[config.mk]
export PLATFORM = sky130hd
export DESIGN_NAME = mem_stage_flat
export DESIGN_NICKNAME = d
export VERILOG_FILES = /design/src/rtl/mips_mem_pkg.sv /design/src/rtl/mem_stage_if.sv /design/src/rtl/mem_lane_align.sv /design/src/rtl/mem_stage.sv /design/src/flat_wrapper.sv
export SDC_FILE = /design/constraint.sdc
export NUM_CORES = 1
export LEC_CHECK = 0
export BUFFER_PORTS_ARGS = -buffer_cell sky130_fd_sc_hd__buf_2
export CAP_MARGIN = 15
export CORE_MARGIN = 1.5
export CORE_UTILIZATION = 40
export DETAILED_ROUTE_END_ITERATION = 7
export GPL_TIMING_DRIVEN = 0
export PLACE_DENSITY_LB_ADDON = 0.15
export SYNTH_ARGS = -nofsm -noshare
export SYNTH_HDL_FRONTEND = slang
export SYNTH_SLANG_ARGS = --single-unit
[constraint.sdc]
create_clock -name clk -period 2.42 [get_ports clk]
set_input_delay 0.242 -clock clk [delete_from_list [all_inputs] [get_ports clk]]
set_output_delay 0.242 -clock clk [all_outputs]
set_load 0.02 [all_outputs]
[src/rtl/mips_mem_pkg.sv]
// Shared definitions for the MIPS MEM stage: opcodes, access size, FSM states,
// and opcode decode helpers.
package mips_mem_pkg;

    localparam logic [5:0] OP_LB  = 6'h20;
    localparam logic [5:0] OP_LH  = 6'h21;
    localparam logic [5:0] OP_LW  = 6'h23;
    localparam logic [5:0] OP_LBU = 6'h24;
    localparam logic [5:0] OP_LHU = 6'h25;
    localparam logic [5:0] OP_SB  = 6'h28;
    localparam logic [5:0] OP_SH  = 6'h29;
    localparam logic [5:0] OP_SW  = 6'h2B;

    typedef enum logic [1:0] {BYTE, HALF, WORD} size_e;
    typedef enum logic {IDLE, WAIT} state_e;

    // Unknown opcodes that still touch memory fall back to a word access.
    function automatic size_e op_size(input logic [5:0] op);
        case (op)
            OP_LB, OP_LBU, OP_SB: return BYTE;
            OP_LH, OP_LHU, OP_SH: return HALF;
            default:              return WORD;
        endcase
    endfunction

    function automatic logic op_signed(input logic [5:0] op);
        return (op == OP_LB) || (op == OP_LH);
    endfunction

endpackage

[src/rtl/mem_stage_if.sv]
// Data-memory request/acknowledge bus between the MEM stage (master) and memory (slave).
interface mem_stage_if;
    logic        req;
    logic        we;
    logic [31:0] addr;
    logic [3:0]  be;
    logic [31:0] wdata;
    logic [31:0] rdata;
    logic        ack;
    logic        err;

    modport master (output req, we, addr, be, wdata, err, input rdata, ack);
    modport slave  (input req, we, addr, be, wdata, err, output rdata, ack);
endinterface

[src/rtl/mem_lane_align.sv]
// Little-endian lane handling: byte enables and store replication on the way out,
// lane extraction plus sign/zero extension on the way back. Purely combinational.
module mem_lane_align
    import mips_mem_pkg::*;
(
    input  size_e       i_size,
    input  logic [1:0]  i_lane,
    input  logic        i_signed,
    input  logic [31:0] i_store_data,
    input  logic [31:0] i_load_word,
    output logic [3:0]  o_be,
    output logic [31:0] o_wdata,
    output logic [31:0] o_load_data
);
    logic [7:0]  w_bytes [4];
    logic [7:0]  w_byte;
    logic [15:0] w_half;

    genvar gi;
    generate
        for (gi = 0; gi < 4; gi++) begin : g_lane
            assign w_bytes[gi] = i_load_word[gi*8 +: 8];
        end
    endgenerate

    assign w_byte = w_bytes[i_lane];
    assign w_half = i_lane[1] ? i_load_word[31:16] : i_load_word[15:0];

    always_comb begin
        o_be        = 4'b1111;
        o_wdata     = i_store_data;
        o_load_data = i_load_word;
        case (i_size)
            BYTE: begin
                o_be        = 4'b0001 << i_lane;
                o_wdata     = {4{i_store_data[7:0]}};
                o_load_data = {{24{i_signed & w_byte[7]}}, w_byte};
            end
            HALF: begin
                o_be        = i_lane[1] ? 4'b1100 : 4'b0011;
                o_wdata     = {2{i_store_data[15:0]}};
                o_load_data = {{16{i_signed & w_half[15]}}, w_half};
            end
            default: ;
        endcase
    end
endmodule

[src/rtl/mem_stage.sv]
// MIPS MEM stage: drives the data-memory port, stalls for slow memory with a timeout
// abort, and registers MEM/WB. Define MEM_ALIGN_CHECK_EN to suppress misaligned accesses.
module mem_stage
    import mips_mem_pkg::*;
#(
    parameter int TIMEOUT_CYCLES = 255,
    parameter int TO_W           = 16
) (
    input  logic        clk,
    input  logic        rst,
    input  logic [31:0] EX_MEM_alu_result,
    input  logic [31:0] EX_MEM_B_value,
    input  logic [4:0]  EX_MEM_dst_reg,
    input  logic [5:0]  EX_MEM_opcode,
    input  logic        EX_MEM_mem_read,
    input  logic        EX_MEM_mem_write,
    input  logic        EX_MEM_wb_reg_write,
    input  logic        EX_MEM_wb_mem_to_reg,
    output logic [31:0] mem_fwd_val,
    output logic        mem_stall,
    mem_stage_if.master dmem,
    output logic [31:0] MEM_WB_read_data,
    output logic [31:0] MEM_WB_alu_result,
    output logic [4:0]  MEM_WB_dst_reg,
    output logic        MEM_WB_wb_reg_write,
    output logic        MEM_WB_wb_mem_to_reg
);
    localparam logic [TO_W-1:0] TO_LIM = TO_W'(TIMEOUT_CYCLES);

    state_e          r_state;
    logic [TO_W-1:0] r_cnt;
    logic [31:0]     r_read_data;
    logic [31:0]     r_alu_result;
    logic [4:0]      r_dst_reg;
    logic            r_reg_write;
    logic            r_mem_to_reg;

    logic        w_access;
    size_e       w_size;
    logic        w_misalign;
    logic        w_align_err;
    logic        w_timeout;
    logic        w_stall;
    logic [31:0] w_load_data;

    assign w_access = EX_MEM_mem_read | EX_MEM_mem_write;
    assign w_size   = op_size(EX_MEM_opcode);

`ifdef MEM_ALIGN_CHECK_EN
    assign w_misalign = ((w_size == HALF) & EX_MEM_alu_result[0]) |
                        ((w_size == WORD) & (EX_MEM_alu_result[1:0] != 2'b00));
`else
    assign w_misalign = 1'b0;
`endif

    mem_lane_align u_lane (
        .i_size       (w_size),
        .i_lane       (EX_MEM_alu_result[1:0]),
        .i_signed     (op_signed(EX_MEM_opcode)),
        .i_store_data (EX_MEM_B_value),
        .i_load_word  (dmem.rdata),
        .o_be         (dmem.be),
        .o_wdata      (dmem.wdata),
        .o_load_data  (w_load_data)
    );

    // A misaligned access can only be seen in IDLE: WAIT is entered for aligned ones only.
    assign w_align_err = (r_state == IDLE) & w_access & w_misalign;
    assign w_timeout   = (r_state == WAIT) & ~dmem.ack & (r_cnt == TO_LIM);
    assign w_stall     = (r_state == IDLE) ? (w_access & ~w_misalign & ~dmem.ack)
                                           : (~dmem.ack & ~w_timeout);

    assign mem_fwd_val = EX_MEM_alu_result;
    assign mem_stall   = w_stall;
    assign dmem.req    = (r_state == WAIT) | (w_access & ~w_misalign);
    assign dmem.we     = EX_MEM_mem_write;
    assign dmem.addr   = {EX_MEM_alu_result[31:2], 2'b00};
    assign dmem.err    = ~rst & (w_timeout | w_align_err);

    always_ff @(posedge clk) begin
        if (rst) begin
            r_state      <= IDLE;
            r_cnt        <= '0;
            r_read_data  <= '0;
            r_alu_result <= '0;
            r_dst_reg    <= '0;
            r_reg_write  <= 1'b0;
            r_mem_to_reg <= 1'b0;
        end else begin
            case (r_state)
                IDLE: begin
                    if (w_access & ~w_misalign & ~dmem.ack) begin
                        r_state <= WAIT;
                        r_cnt   <= TO_W'(1);
                    end
                end
                WAIT: begin
                    if (dmem.ack | w_timeout) begin
                        r_state <= IDLE;
                        r_cnt   <= '0;
                    end else begin
                        r_cnt <= r_cnt + TO_W'(1);
                    end
                end
                default: r_state <= IDLE;
            endcase

            // Stalled cycles insert a bubble; data fields keep their last value.
            if (w_stall) begin
                r_reg_write  <= 1'b0;
                r_mem_to_reg <= 1'b0;
            end else begin
                r_alu_result <= EX_MEM_alu_result;
                r_dst_reg    <= EX_MEM_dst_reg;
                r_reg_write  <= EX_MEM_wb_reg_write & ~w_align_err;
                r_mem_to_reg <= EX_MEM_wb_mem_to_reg;
                r_read_data  <= (w_timeout | w_align_err) ? 32'h0 : w_load_data;
            end
        end
    end

    assign MEM_WB_read_data     = r_read_data;
    assign MEM_WB_alu_result    = r_alu_result;
    assign MEM_WB_dst_reg       = r_dst_reg;
    assign MEM_WB_wb_reg_write  = r_reg_write;
    assign MEM_WB_wb_mem_to_reg = r_mem_to_reg;
endmodule

[src/flat_wrapper.sv]
// flat-port wrapper written by rule: the top's interface ports become plain ports
module mem_stage_flat import mips_mem_pkg::*;
#(
    parameter int TIMEOUT_CYCLES = 255,
    parameter int TO_W           = 16
)
  (clk, rst, EX_MEM_alu_result, EX_MEM_B_value, EX_MEM_dst_reg, EX_MEM_opcode, EX_MEM_mem_read, EX_MEM_mem_write, EX_MEM_wb_reg_write, EX_MEM_wb_mem_to_reg, mem_fwd_val, mem_stall, MEM_WB_read_data, MEM_WB_alu_result, MEM_WB_dst_reg, MEM_WB_wb_reg_write, MEM_WB_wb_mem_to_reg, dmem_req, dmem_we, dmem_addr, dmem_be, dmem_wdata, dmem_err, dmem_rdata, dmem_ack);
  mem_stage_if dmem_i ();
  input  logic clk;
  input  logic rst;
  input  logic [31:0] EX_MEM_alu_result;
  input  logic [31:0] EX_MEM_B_value;
  input  logic [4:0] EX_MEM_dst_reg;
  input  logic [5:0] EX_MEM_opcode;
  input  logic EX_MEM_mem_read;
  input  logic EX_MEM_mem_write;
  input  logic EX_MEM_wb_reg_write;
  input  logic EX_MEM_wb_mem_to_reg;
  output logic [31:0] mem_fwd_val;
  output logic mem_stall;
  output logic [31:0] MEM_WB_read_data;
  output logic [31:0] MEM_WB_alu_result;
  output logic [4:0] MEM_WB_dst_reg;
  output logic MEM_WB_wb_reg_write;
  output logic MEM_WB_wb_mem_to_reg;
  output wire logic [$bits(dmem_i.req)-1:0] dmem_req;
  output wire logic [$bits(dmem_i.we)-1:0] dmem_we;
  output wire logic [$bits(dmem_i.addr)-1:0] dmem_addr;
  output wire logic [$bits(dmem_i.be)-1:0] dmem_be;
  output wire logic [$bits(dmem_i.wdata)-1:0] dmem_wdata;
  output wire logic [$bits(dmem_i.err)-1:0] dmem_err;
  input wire logic [$bits(dmem_i.rdata)-1:0] dmem_rdata;
  input wire logic [$bits(dmem_i.ack)-1:0] dmem_ack;
  assign dmem_req = dmem_i.req;
  assign dmem_we = dmem_i.we;
  assign dmem_addr = dmem_i.addr;
  assign dmem_be = dmem_i.be;
  assign dmem_wdata = dmem_i.wdata;
  assign dmem_err = dmem_i.err;
  assign dmem_i.rdata = dmem_rdata;
  assign dmem_i.ack = dmem_ack;
  mem_stage #(.TIMEOUT_CYCLES(TIMEOUT_CYCLES), .TO_W(TO_W)) u_core (.clk(clk), .rst(rst), .EX_MEM_alu_result(EX_MEM_alu_result), .EX_MEM_B_value(EX_MEM_B_value), .EX_MEM_dst_reg(EX_MEM_dst_reg), .EX_MEM_opcode(EX_MEM_opcode), .EX_MEM_mem_read(EX_MEM_mem_read), .EX_MEM_mem_write(EX_MEM_mem_write), .EX_MEM_wb_reg_write(EX_MEM_wb_reg_write), .EX_MEM_wb_mem_to_reg(EX_MEM_wb_mem_to_reg), .mem_fwd_val(mem_fwd_val), .mem_stall(mem_stall), .dmem(dmem_i), .MEM_WB_read_data(MEM_WB_read_data), .MEM_WB_alu_result(MEM_WB_alu_result), .MEM_WB_dst_reg(MEM_WB_dst_reg), .MEM_WB_wb_reg_write(MEM_WB_wb_reg_write), .MEM_WB_wb_mem_to_reg(MEM_WB_wb_mem_to_reg));
endmodule
[Word level (Yosys, flattened, before mapping)]
Cells that the tools add are included.
Word-level totals
  input port bits: 114
  word-level logic and storage cells: 56
  flip-flop bits (word level): 88
Cells by class
  shifts and indexed selects: 1
  bitwise gates (word level): 15
  reductions and logical operators: 5
  equal/unequal tests: 9
  multiplexer cells: 17
  add/sub/neg operators: 1
  order comparisons: 1
Operators with widths (count)
  32-bit case mux with 2 select lines: 2
  16-bit 2-to-1 mux: 3
  6-bit equality test (second input constant): 6
  32-bit 2-to-1 mux: 1
  16-bit case mux with 2 select lines: 1
  16-bit by 1-bit adder with 16-bit output (second input constant): 1
  8-bit binary-select mux with 2-bit select: 1
  16-bit by 8-bit equality test with 1-bit output (second input constant): 1
  8-bit 2-to-1 mux: 2
  4-bit case mux with 2 select lines: 1
  1-bit AND: 7
  3-bit OR reduction: 2
  4-bit 2-to-1 mux: 1
  1-bit NOT: 4
  2-bit case mux with 2 select lines: 1
  1-bit by 2-bit << shifter with 4-bit output (first input constant): 1
  3-bit >= comparator (second input constant): 1
  1-bit 2-to-1 mux: 3
  2-bit NOT with 3-bit output: 1
  1-bit OR: 3
  2-bit by 1-bit equality test with 1-bit output (second input constant): 1
  2-bit zero test: 1
  2-bit != test (second input constant): 1
  1-bit case mux with 2 select lines: 1
  other kinds (2): 2

[Longest topological paths before layout]
Gate-level depths: netlist of the first run.
  depth after elaboration: 7
  depth in mapped cells: 9

[Modules after synthesis]
From an unflattened synthesis of the first run, not the netlist that was laid out.
Second synthesis, totals
  cells, all modules: 656
  area total of the unflattened synthesis: 5162.5 um^2
Modules (own cells, without submodules)
  mem_stage: times used 1, area each 4058.9 um^2, cells an instance 499
  mem_lane_align: times used 1, area each 1103.6 um^2, cells an instance 157

[Worst setup path before layout of the first run]
Ideal clock, no wire load.
  path kind: input to output
  start: input port EX_MEM_opcode[1]
  end: output port dmem_be[1]
  buffers on the path: 2
  setup slack: 0.352 ns
  arrival time: 1.826 ns
  required time: 2.178 ns
  cell stages on the path: 5
  cells stage by stage: or3b_2 a21oi_2 clkbuf_1 clkbuf_1 o21ai_0
On the way
  word-level cells in the longest chain between the ends: 5
  elaborated cells between the ends (all ways): 12
  classes of those cells: 7 x eq/ne; 2 x mux; 3 x reduce/logical
Ends and longest elaborated chain
  start, declared: line flat_wrapper.sv:14  | input logic [5:0] EX_MEM_opcode;
  6-bit equality test: line mips_mem_pkg.sv:19  | case (op)
  3-bit OR reduction: line mips_mem_pkg.sv:19
  2-bit case mux with 2 select lines (*): line mips_mem_pkg.sv:19
  2-bit by 1-bit equality test with 1-bit output or 2-bit zero test (tied branches): line mem_lane_align.sv:33  | case (i_size)
  4-bit case mux with 2 select lines (*): line mem_lane_align.sv:33
  end, declared: line flat_wrapper.sv:29  | output wire logic [$bits(dmem_i.be)-1:0] dmem_be;
Mark *: on every way between the ends. The rest lies on a longest branch, timed or not.

[Final worst setup path of the first run]
  start: register u_core.r_cnt[0]
  end: output port mem_stall
On the way
  word-level cells in the longest chain between the ends: 5
Ends and longest elaborated chain
  start, declared: line mem_stage.sv:31  | logic [TO_W-1:0] r_cnt;
  start signal, assigned: line mem_stage.sv:102  | r_cnt <= r_cnt + TO_W'(1);
  16-bit by 8-bit equality test with 1-bit output: line mem_stage.sv:69  | assign w_timeout = (r_state == WAIT) & ~dmem.ack & (r_cnt == TO_LIM);
  1-bit AND: line mem_stage.sv:69
  1-bit NOT: line mem_stage.sv:71  | : (~dmem.ack & ~w_timeout);
  1-bit AND: line mem_stage.sv:71
  1-bit 2-to-1 mux: line mem_stage.sv:70  | assign w_stall = (r_state == IDLE) ? (w_access & ~w_misalign & ~dmem.ack)
  end, declared: line flat_wrapper.sv:20  | output logic mem_stall;
No other way between the ends.

==> results.md, run 1 <==
- Status: finished clean
- Final setup viols: 0
- HP Class: in -> reg
- Final #Nets: around 1000
- Number of port buffers: around 280
- Adder-Cell Fraction of Synth Area: less than 1%
- Netlist cell types: 49
- Worst stage delay on the critical path: roughly 400 ps
- Fill cells: between 1000 and 1500
- Synthesis Warnings: 0
- Antenna violations before repair: 0
- Via Count: approximately 5200
- WL/cell: 13.9 um
- Final period demand of the worst path: roughly 2300 ps
- EDFF count, synth: 0
- Clk slew on worst S/H paths: 60 ps
- DR iter-0 viols: 260
- Vias in the first global route: between 4000 and 5000
- Critical path type: reg -> out
- Fin. Hold Viols: 0
- Area after DPL: ~6300 sq um
- Antenna cells: 0
- Drt drc: 0
- Worst IR drop on VDD: approximately 0.00036 V
- Vias/cell: 4.82
- Tot GR Track Use: a little under a quarter
- Tcrit/Tclk final: between 90% and 100%
- Most common cell in the netlist: nand2_1
- Top-area cell type share of the netlist area: between 30% and 40%
- Post-synthesis sequential area ratio: between 30 and 40%
- Die ar.: ~12000 sq um
- Fmax: roughly 0.43 GHz
- Ys async rst share: 0%
- Layout area overhead: 41.8%
- Worst EP required: ~2200 ps
- TritonCTS clock tree: done
- Design Area, Final: 6650 sq um
- Setup TNS: 0 ps
- Number of I/O pins: 289
- Worst clock skew: roughly 7.3 ps
- Top cells by area, synth: dfxtp_1 (38%), nand2_1 (14%), buf_4 (12%), a21oi_1 (5.3%), o21ai_0 (5.3%)
- P_leak: between 0.003 and 0.004 uW
- Vert. Die Dim: between 100 and 150 um
- Worst endpoint data arrival time: around 2100 ps
- CTS Hold Bufs: 0
- CP max-delay cell: dfxtp_1
- Slew HR: 22.0%
- Post-synthesis compound-gate area fraction: roughly 16%
- Max-Cap Viols: 0
- Largest net degree at the start of global routing: 15
- CP startpoint kind: flop
- Clk sinks: 88
- Post-synthesis mux area share: 4.56%
- Clock latency on the worst-skew pair: approximately 330 ps
- Final Non-Filler Cells: between 1000 and 1500
- Routed WL: ~15000 um
- XOR/XNOR share of the synthesized area: less than 1%
- H-tree level count: 3
- Synth area leader: dfxtp_1
- Largest family of logic cells by synthesized area: simple AND/OR/NAND/NOR gates
- Crit path max fanout: 11
- Post-DP HPWL: 11800 um
- Pre-antenna DRT Iters: 6
- Power per cell area: about 600 nW/um^2
- Congestion Overflow GR: 0
- Simple-gate area share of the yosys netlist: 25.8%
- RSZ-0062 raised after global routing: yes
- Core footprint: between 10000 and 15000 sq um
- Top cells by count, synth: nand2_1 (171), dfxtp_1 (88), buf_4 (74)
- Synth Cell Area: 4690 sq um
- Initial core utilization: 41.1%
- CTS buffer count: 9
- Clock Tree Buf Depth: 2
- First-pass GRT wire length: 23600 um
- Critical path endpoint category: output pin
- Worst-path cell chain: ha_1, nand4_1, nor4_4, a211o_2, inv_2, buf_2
- CTS root buf: clkbuf_16
- Routability cong.: between 0.8 and 0.9
- Die X: ~110 um
- Fraction of layout cells with a size suffix above 1: a little over two fifths
- Row count: 39
- DP Cell Count: ~1100
- Main synth FF type: dfxtp_1
- Syn Area/Cell: 7.42 sq um
- R2r setup slk: between 150 and 200 ps
- Pins Over Slew Limit: 0
- Detail Route Antenna Nets: 0
- Synthesized netlist cell count: between 600 and 700
- Worst Max-Slew Pin Slew: approximately 1200 ps
- FF+latch count, synth: 88
worst max-delay path, delay by kind of cell, from the launching register on:
kind | cells | cell delay (ps)
buffers and inverters | 2 | 280
AO/OA/AOI/OAI | 1 | 220
AND/OR/NAND/NOR | 2 | 590
adder cells (fa/ha/maj) | 1 | 250
flip-flops | 1 | 410
logic make-up after synthesis:
kind of cell,count (synthesis)
compound gates,132
other cells,1
xor+xnor,3
mux,20
fa+ha+maj,1
flops,88
buf+inv,113
simple gates,274
per-layer routing:
metal  wire [um]  global-route usage, %
met5           0                      0
met4         214                   6.58
met3        1160                   6.34
met2        7220                   40.2
met1        6420                   28.6
cell type report:
cell class / count / area [sq um] / area share, %
Multi-Input combinational cell: 432 / 2240 / 33.6
Sequential cell: 88 / 1760 / 26.5
Timing Repair Buffer: 286 / 1440 / 21.6
Buffer: 104 / 688 / 10.3
Clock buffer: 12 / 267 / 4.01
Tap cell: 143 / 179 / 2.69
Clock inverter: 4 / 51.3 / 0.771
Inverter: 8 / 30.0 / 0.451
metrics by stage:
stage	setup slack (ps)	utilization [%]	hold WS [ps]	power, uW
6_report	87.8	58.3	149	3970
2_1_floorplan	352	-	382	2170
3_5_place_dp	-250	55.1	439	2540
3_3_place_gp	-231	55.1	432	2540
5_1_grt	-62.8	58.3	149	4150
4_1_cts	17.6	58.0	139	4000
placed cells by master, fill, tap and decap left out, types with 2 or more instances in the layout:
cell and instances:
and3_1 9, nand2_1 171, o22ai_1 2, a31oi_1 7, dfxtp_1 88, clkbuf_8 3
a21o_1 3, buf_4 77, clkbuf_2 5, nand4_1 13, o21ai_0 49, a21oi_1 50
nor2_2 2, conb_1 2, buf_2 288, nor3_1 9, nor2_1 29, nor2b_1 8
clkbuf_1 19, a221oi_1 6, clkbuf_16 9, nand3_1 15, inv_1 7, mux2i_1 9
o21ai_1 3, xor2_1 2, or3_1 3, nand2b_1 2, a32oi_1 3, mux2_2 11
nor4_1 2
final timing paths:
kind | from | end | cells after the start
max | u_core.r_cnt[0] | mem_stall | 6
max reg2reg | u_core.r_cnt[0] | u_core.MEM_WB_alu_result[12] | 9
min | EX_MEM_dst_reg[1] | u_core.MEM_WB_dst_reg[1] | 3
min reg2reg | u_core.MEM_WB_read_data[25] | u_core.MEM_WB_read_data[25] | 2
what timing repair did:
item	4_1_cts	5_1_grt
endpoints found under the setup margin	29	44
pin swaps	1	0
setup buffers	1	2
resized for setup	4	11
power breakdown:
group	internal (uW)	switching [uW]
Sequential	1530	42.7
Combinational	367	562
Clock	885	576
(Power assumes the default switching activity.)
==> inputs of run 2 (changes only) <==
Settings changed: CTS_BUF_LIST set to sky130_fd_sc_hd__clkbuf_16, SETUP_SLACK_MARGIN set to 0.2.
==> run 2 against run 1 <==
Combinational power grew 2%. First-iteration DRC count grew 1.5%. Clock power shrank 6%. Clock-buffer cell count shrank 3. Setup slack gained 190 ps. Critical endpoint unchanged.
==> results.md, run 2 (synthesis results as in run 1) <==
- Comb pwr share: ~24%
- Fin. Hold Viols: 0
- P_leak: between 0.003 and 0.004 uW
- Fraction of layout cells with a size suffix above 1: a little under half
- DR iter-0 viols: between 200 and 300
- Die X: 111 um
- Fmax: 0.466 GHz
- Power, Total: 3890 uW
- Register area: 1770 sq um
- WL/cell: roughly 14 um
- Clock Tree Buf Depth: 2
- Tcrit/Tclk final: just under 90%
- Layout area overhead: 43.9%
- CP startpoint kind: flop
- Die ar.: approximately 12000 sq um
- Slew HR: 17.3%
- Worst endpoint data arrival time: roughly 1900 ps
- Vert. Die Dim: 111 um
- RSZ-0062 raised after global routing: no
- HP Class: in -> reg
- Antenna cells: 0
- CP max-delay cell: or4_4
- Power per cell area: 576 nW/um^2
- Worst clock skew: a little over 8 ps
- Core footprint: ~11000 sq um
- Worst EP required: between 2000 and 2500 ps
- Commonest non-fill, non-tap cell in the layout: buf_2
- Met3 usage: 6.34%
- Crit path max fanout: 2
- Tot GR Track Use: roughly a quarter
- Initial core utilization: roughly two fifths
- Clk sinks: 88
- Vias in the first global route: about 4600
- H-tree level count: 3
- First-pass GRT wire length: between 20000 and 25000 um
- Worst stage delay on the critical path: around 540 ps
- Pre-antenna DRT Iters: 4
- Congestion Overflow GR: 0
- Drt drc: 0
- Fill cells: around 1100
- Worst IR drop on VDD: 0.000355 V
- Sequential fraction of design power: around 40%
- Pins Over Slew Limit: 0
- CTS buffer count: 9
- Net Switching: about 1200 uW
- Worst Reg-to-Reg Cells: 6
- Detail Route Antenna Nets: 0
- Routed WL: between 15000 and 20000 um
- Number of I/O pins: 289
- Routability cong.: approximately 0.89
- Max-Cap Viols: 0
- Area of the multi-input gates: around 2300 sq um
- GR Layer Usage met1: 28.6%
- Clk slew on worst S/H paths: about 60 ps
- TritonCTS clock tree: done
- Internal Power: about 2700 uW
- Worst-path cell chain: or4_4, nor4_4, a211o_2, inv_2, clkbuf_8, buf_6
- Worst Max-Slew Pin Slew: about 1200 ps
- Final #Nets: around 1100
- Final period demand of the worst path: between 2000 and 2500 ps
- Critical path type: reg -> out
- Hold WS: between 100 and 150 ps
- Antenna violations before repair: 0
- CTS root buf: clkbuf_16
- Most Crowded Layer GR: met2
- Clock power frac: 35.1%
- Status: finished clean
- Via Count: ~5200
- Met2 usage: roughly two fifths
- Clock latency on the worst-skew pair: 330 ps
- Final setup viols: 0
- WHS Path Cells: 2
- Row count: 39
- Post-DP HPWL: 11800 um
- Number of port buffers: ~280
- Vias/cell: 4.85
- Most frequent cells in the layout: buf_2 (287), nand2_1 (170), buf_4 (83), dfxtp_1 (83), a21oi_1 (50)
- Largest net degree at the start of global routing: 15
- Sw frac: 30.5%
- Critical path endpoint category: output pin
==> run 2: cell count changes in the layout (fill, tap and decap cells not counted), moves of 2 or more <==
| cell | change |
|---|---|
| clkbuf_8 | -2 |
| buf_4 | +6 |
| nor2_4 | +2 |
| dfxtp_1 | -5 |
| dfxtp_4 | +2 |
| dfxtp_2 | +3 |
| clkinv_1 | +3 |
| clkbuf_1 | -2 |
| nor2_2 | -2 |
==> run 2: through the flow <==
stage          util [%]  setup slack, ps  cell area, sq um  setup TNS, ps  std cells
6_report           59.1              276              6750              0       1083
5_1_grt            59.1              201              6750              0       1083
3_5_place_dp       55.1             -250              6290          -4300       1059
4_1_cts            58.5              122              6680              0       1080
3_3_place_gp       55.1             -231              6290          -4240       1059
2_1_floorplan         -              352              4690              0        633
==> run 2: layout make-up <==
cell class | instances | share of cell area (%)
Tap cell | 143 | 2.65
Timing Repair Buffer | 291 | 22.0
Sequential cell | 88 | 26.3
Buffer | 105 | 10.5
Clock inverter | 7 | 0.927
Clock buffer | 9 | 3.34
Inverter | 8 | 0.445
Multi-Input combinational cell | 432 | 33.9
==> run 2: power groups by stage <==
stage / combinational (uW) / clock (uW) / sequential (uW)
3_5_place_dp: 933 / 0 / 1610
4_1_cts: 947 / 1390 / 1580
3_3_place_gp: 930 / 0 / 1610
2_1_floorplan: 461 / 0 / 1710
5_1_grt: 1020 / 1460 / 1590
6_report: 944 / 1370 / 1580
==> run 2: what timing repair did <==
| item | in CTS | in global routing |
|---|---|---|
| pin swaps | 3 | 3 |
| cloned | 0 | 0 |
| buffers inserted | 5 | 3 |
| hold buffers | 0 | 0 |
| gates resized for setup | 22 | 20 |
| endpoints found under the setup margin | 60 | 58 |
==> run 2: final timing paths <==
kind / end / from / slack, ps
hold / removal: u_core.MEM_WB_wb_mem_to_reg / EX_MEM_wb_mem_to_reg / 150
setup / recovery: mem_stall / u_core.r_cnt[9] / 280
setup reg to reg: u_core.r_cnt[11] / u_core.r_state / 370
hold reg to reg: u_core.MEM_WB_read_data[25] / u_core.MEM_WB_read_data[25] / 440
==> run 2: critical path: cells and delay by family (launching register included) <==
kind / cells / cell delay (ps)
and+or+nand+nor: 2 / 730
buffers and inverters: 3 / 290
DFF: 1 / 340
AOI/OAI and AO/OA: 1 / 210
==> run 2: per-layer routing <==
layer,up-vias,share of wire [%]
met1,2325,42
met4,0,1.6
met3,16,8.3
met5,-,0
li1,2678,-
met2,229,48
==> inputs of run 3 (changes only) <==
Settings changed: ABC_CLOCK_PERIOD_IN_PS set to 2080, MAX_ROUTING_LAYER set to met4.
Clock period 2.42 ns to 2.08 ns, I/O delays scaled along.
==> run 3 against run 2 <==
The run now ends with negative setup slack left. Non-clock buffer count increased by 22. Combinational power increased by 27%. Final cell count increased by 2.1%. Design area increased by 8.2%. First-iteration DRC count decreased by 22%. Worst hold slack got worse by 42 ps. Critical endpoint unchanged. Setup slack got worse by 340 ps. Routed wire length increased by 8.0%. Clock skew increased by 1.1 ps.
==> results.md, run 3 (synthesis results as in run 1) <==
- Clk slew on worst S/H paths: about 70 ps
- Antenna violations before repair: 0
- CTS buffer count: 9
- Antenna cells: 0
- Tot GR Track Use: a little over a quarter
- WL/cell: about 15 um
- Fraction of layout cells with a size suffix above 1: between 50% and 60%
- Final period demand of the worst path: between 2000 and 2500 ps
- DP Cell Count: ~1100
- Clock latency on the worst-skew pair: 340 ps
- Core footprint: between 10000 and 15000 sq um
- PnR worst setup slack: -60.7 ps
- H-tree level count: 3
- Routability cong.: between 0.8 and 0.9
- CTS root buf: clkbuf_16
- Congestion Overflow GR: 0
- Vias in the first global route: between 4000 and 5000
- RSZ-0062 raised after global routing: yes
- Worst EP required: approximately 1900 ps
- Post-DP HPWL: roughly 12000 um
- Pre-CTS setup slack: -442 ps
- Fmax: ~0.47 GHz
- Tcrit/Tclk final: 103%
- Routed WL: ~16000 um
- First-pass GRT wire length: roughly 25000 um
- Number of I/O pins: 289
- Critical path type: reg -> out
- Worst clock skew: 9.14 ps
- Final setup viols: 1
- Final Util: 63.9%
- Status: finished, violations left
- Most frequent cells in the layout: buf_2 (282), nand2_1 (141), buf_4 (97)
- DR iter-0 viols: roughly 210
- Pre-antenna DRT Iters: 5
- Design Area, Final: roughly 7300 sq um
- CP startpoint kind: flop
- Worst endpoint data arrival time: approximately 1900 ps
- Vert. Die Dim: ~110 um
- Worst Reg-to-Reg Cells: 10
- Worst Max-Slew Pin Slew: 781 ps
- Crit path max fanout: 2
- P_leak: approximately 0.0037 uW
- Violated checks: negative setup slack
- Slew HR: a little under half
- Fill cells: ~1100
- Layout area overhead: 55.7%
- Number of port buffers: roughly 280
- Commonest non-fill, non-tap cell in the layout: buf_2
- Row count: 39
- Area of the multi-input gates: 2520 sq um
- Clk sinks: just under 90
- Area after DPL: 6300 sq um
- TritonCTS clock tree: done
- Largest net degree at the start of global routing: 16
- Initial core utilization: 41.1%
- Setup TNS: -60.7 ps
- Drt drc: 0
- Die X: around 110 um
- Via Count: around 5500
- Worst IR drop on VDD: roughly 0.0004 V
- Pins Over Slew Limit: 0
- Power per cell area: ~630 nW/um^2
- Register area: 1780 sq um
- WHS Path Cells: 2
- Critical path endpoint category: output pin
- Vias/cell: between 4 and 5
- Max-Cap Viols: 0
- Fin. Hold Viols: 0
- Final Non-Filler Cells: around 1100
- Clock Tree Buf Depth: 2
- Final #Nets: between 1000 and 1500
- Die ar.: 12400 sq um
- Detail Route Antenna Nets: 0
- HP Class: in -> reg
==> run 3: through the flow <==
step	hold WS (ps)	total power, uW
final	107	4570
after detailed placement	437	2960
after global routing	107	4760
after global placement	431	2960
after floorplan	348	2530
after CTS	97.2	4550
==> run 3: routing by layer <==
layer | vias to the layer above | global-route usage (%) | share of wire, %
met5 | - | - | 0
met4 | 0 | 8.27 | 1.9
met3 | 24 | 5.36 | 6.7
met2 | 225 | 44.7 | 50
met1 | 2503 | 30.5 | 41
li1 | 2737 | - | -
==> run 3: worst max-delay path: stages (launching register included) <==
cell and delay, ps:
dfxtp_4 360, ha_4 130, nand4_1 120, buf_4 180, nor4_4 320, a211o_2 220
inv_2 50, buf_8 110, buf_6 120
==> run 3: layout make-up <==
class                   instances  area share (%)
inverters                       8           0.411
clock buffers                   9            3.09
plain buffers                 105            10.8
multi-input cells             433            34.6
repair buffers                313            23.6
clock inverters                 7           0.634
flip-flops and latches         88            24.4
well taps                     143            2.45
==> run 3: timing repair <==
item                                    CTS  global route
endpoints found under the setup margin  110           107
hold buffers                              0             0
pin swaps                                17            38
setup buffers                            19             4
cloned                                    7             0
gates resized for setup                  96            60
==> run 3: report_power, final <==
group / internal (uW) / switching (uW) / leakage, uW
combinational: 501 / 702 / 0.00284
sequential: 1780 / 61.1 / 0.000730
clock: 811 / 712 / 0.000131
total: 3090 / 1480 / 0.00370
==> run 3: path summary, 6_finish.rpt <==
check	start	endpoint	slack [ps]
max	u_core.r_cnt[1]	mem_stall	-60
min	EX_MEM_wb_reg_write	u_core.MEM_WB_wb_reg_write	110
min reg2reg	u_core.MEM_WB_alu_result[6]	u_core.MEM_WB_alu_result[6]	450
max reg2reg	u_core.r_cnt[1]	u_core.MEM_WB_alu_result[24]	80
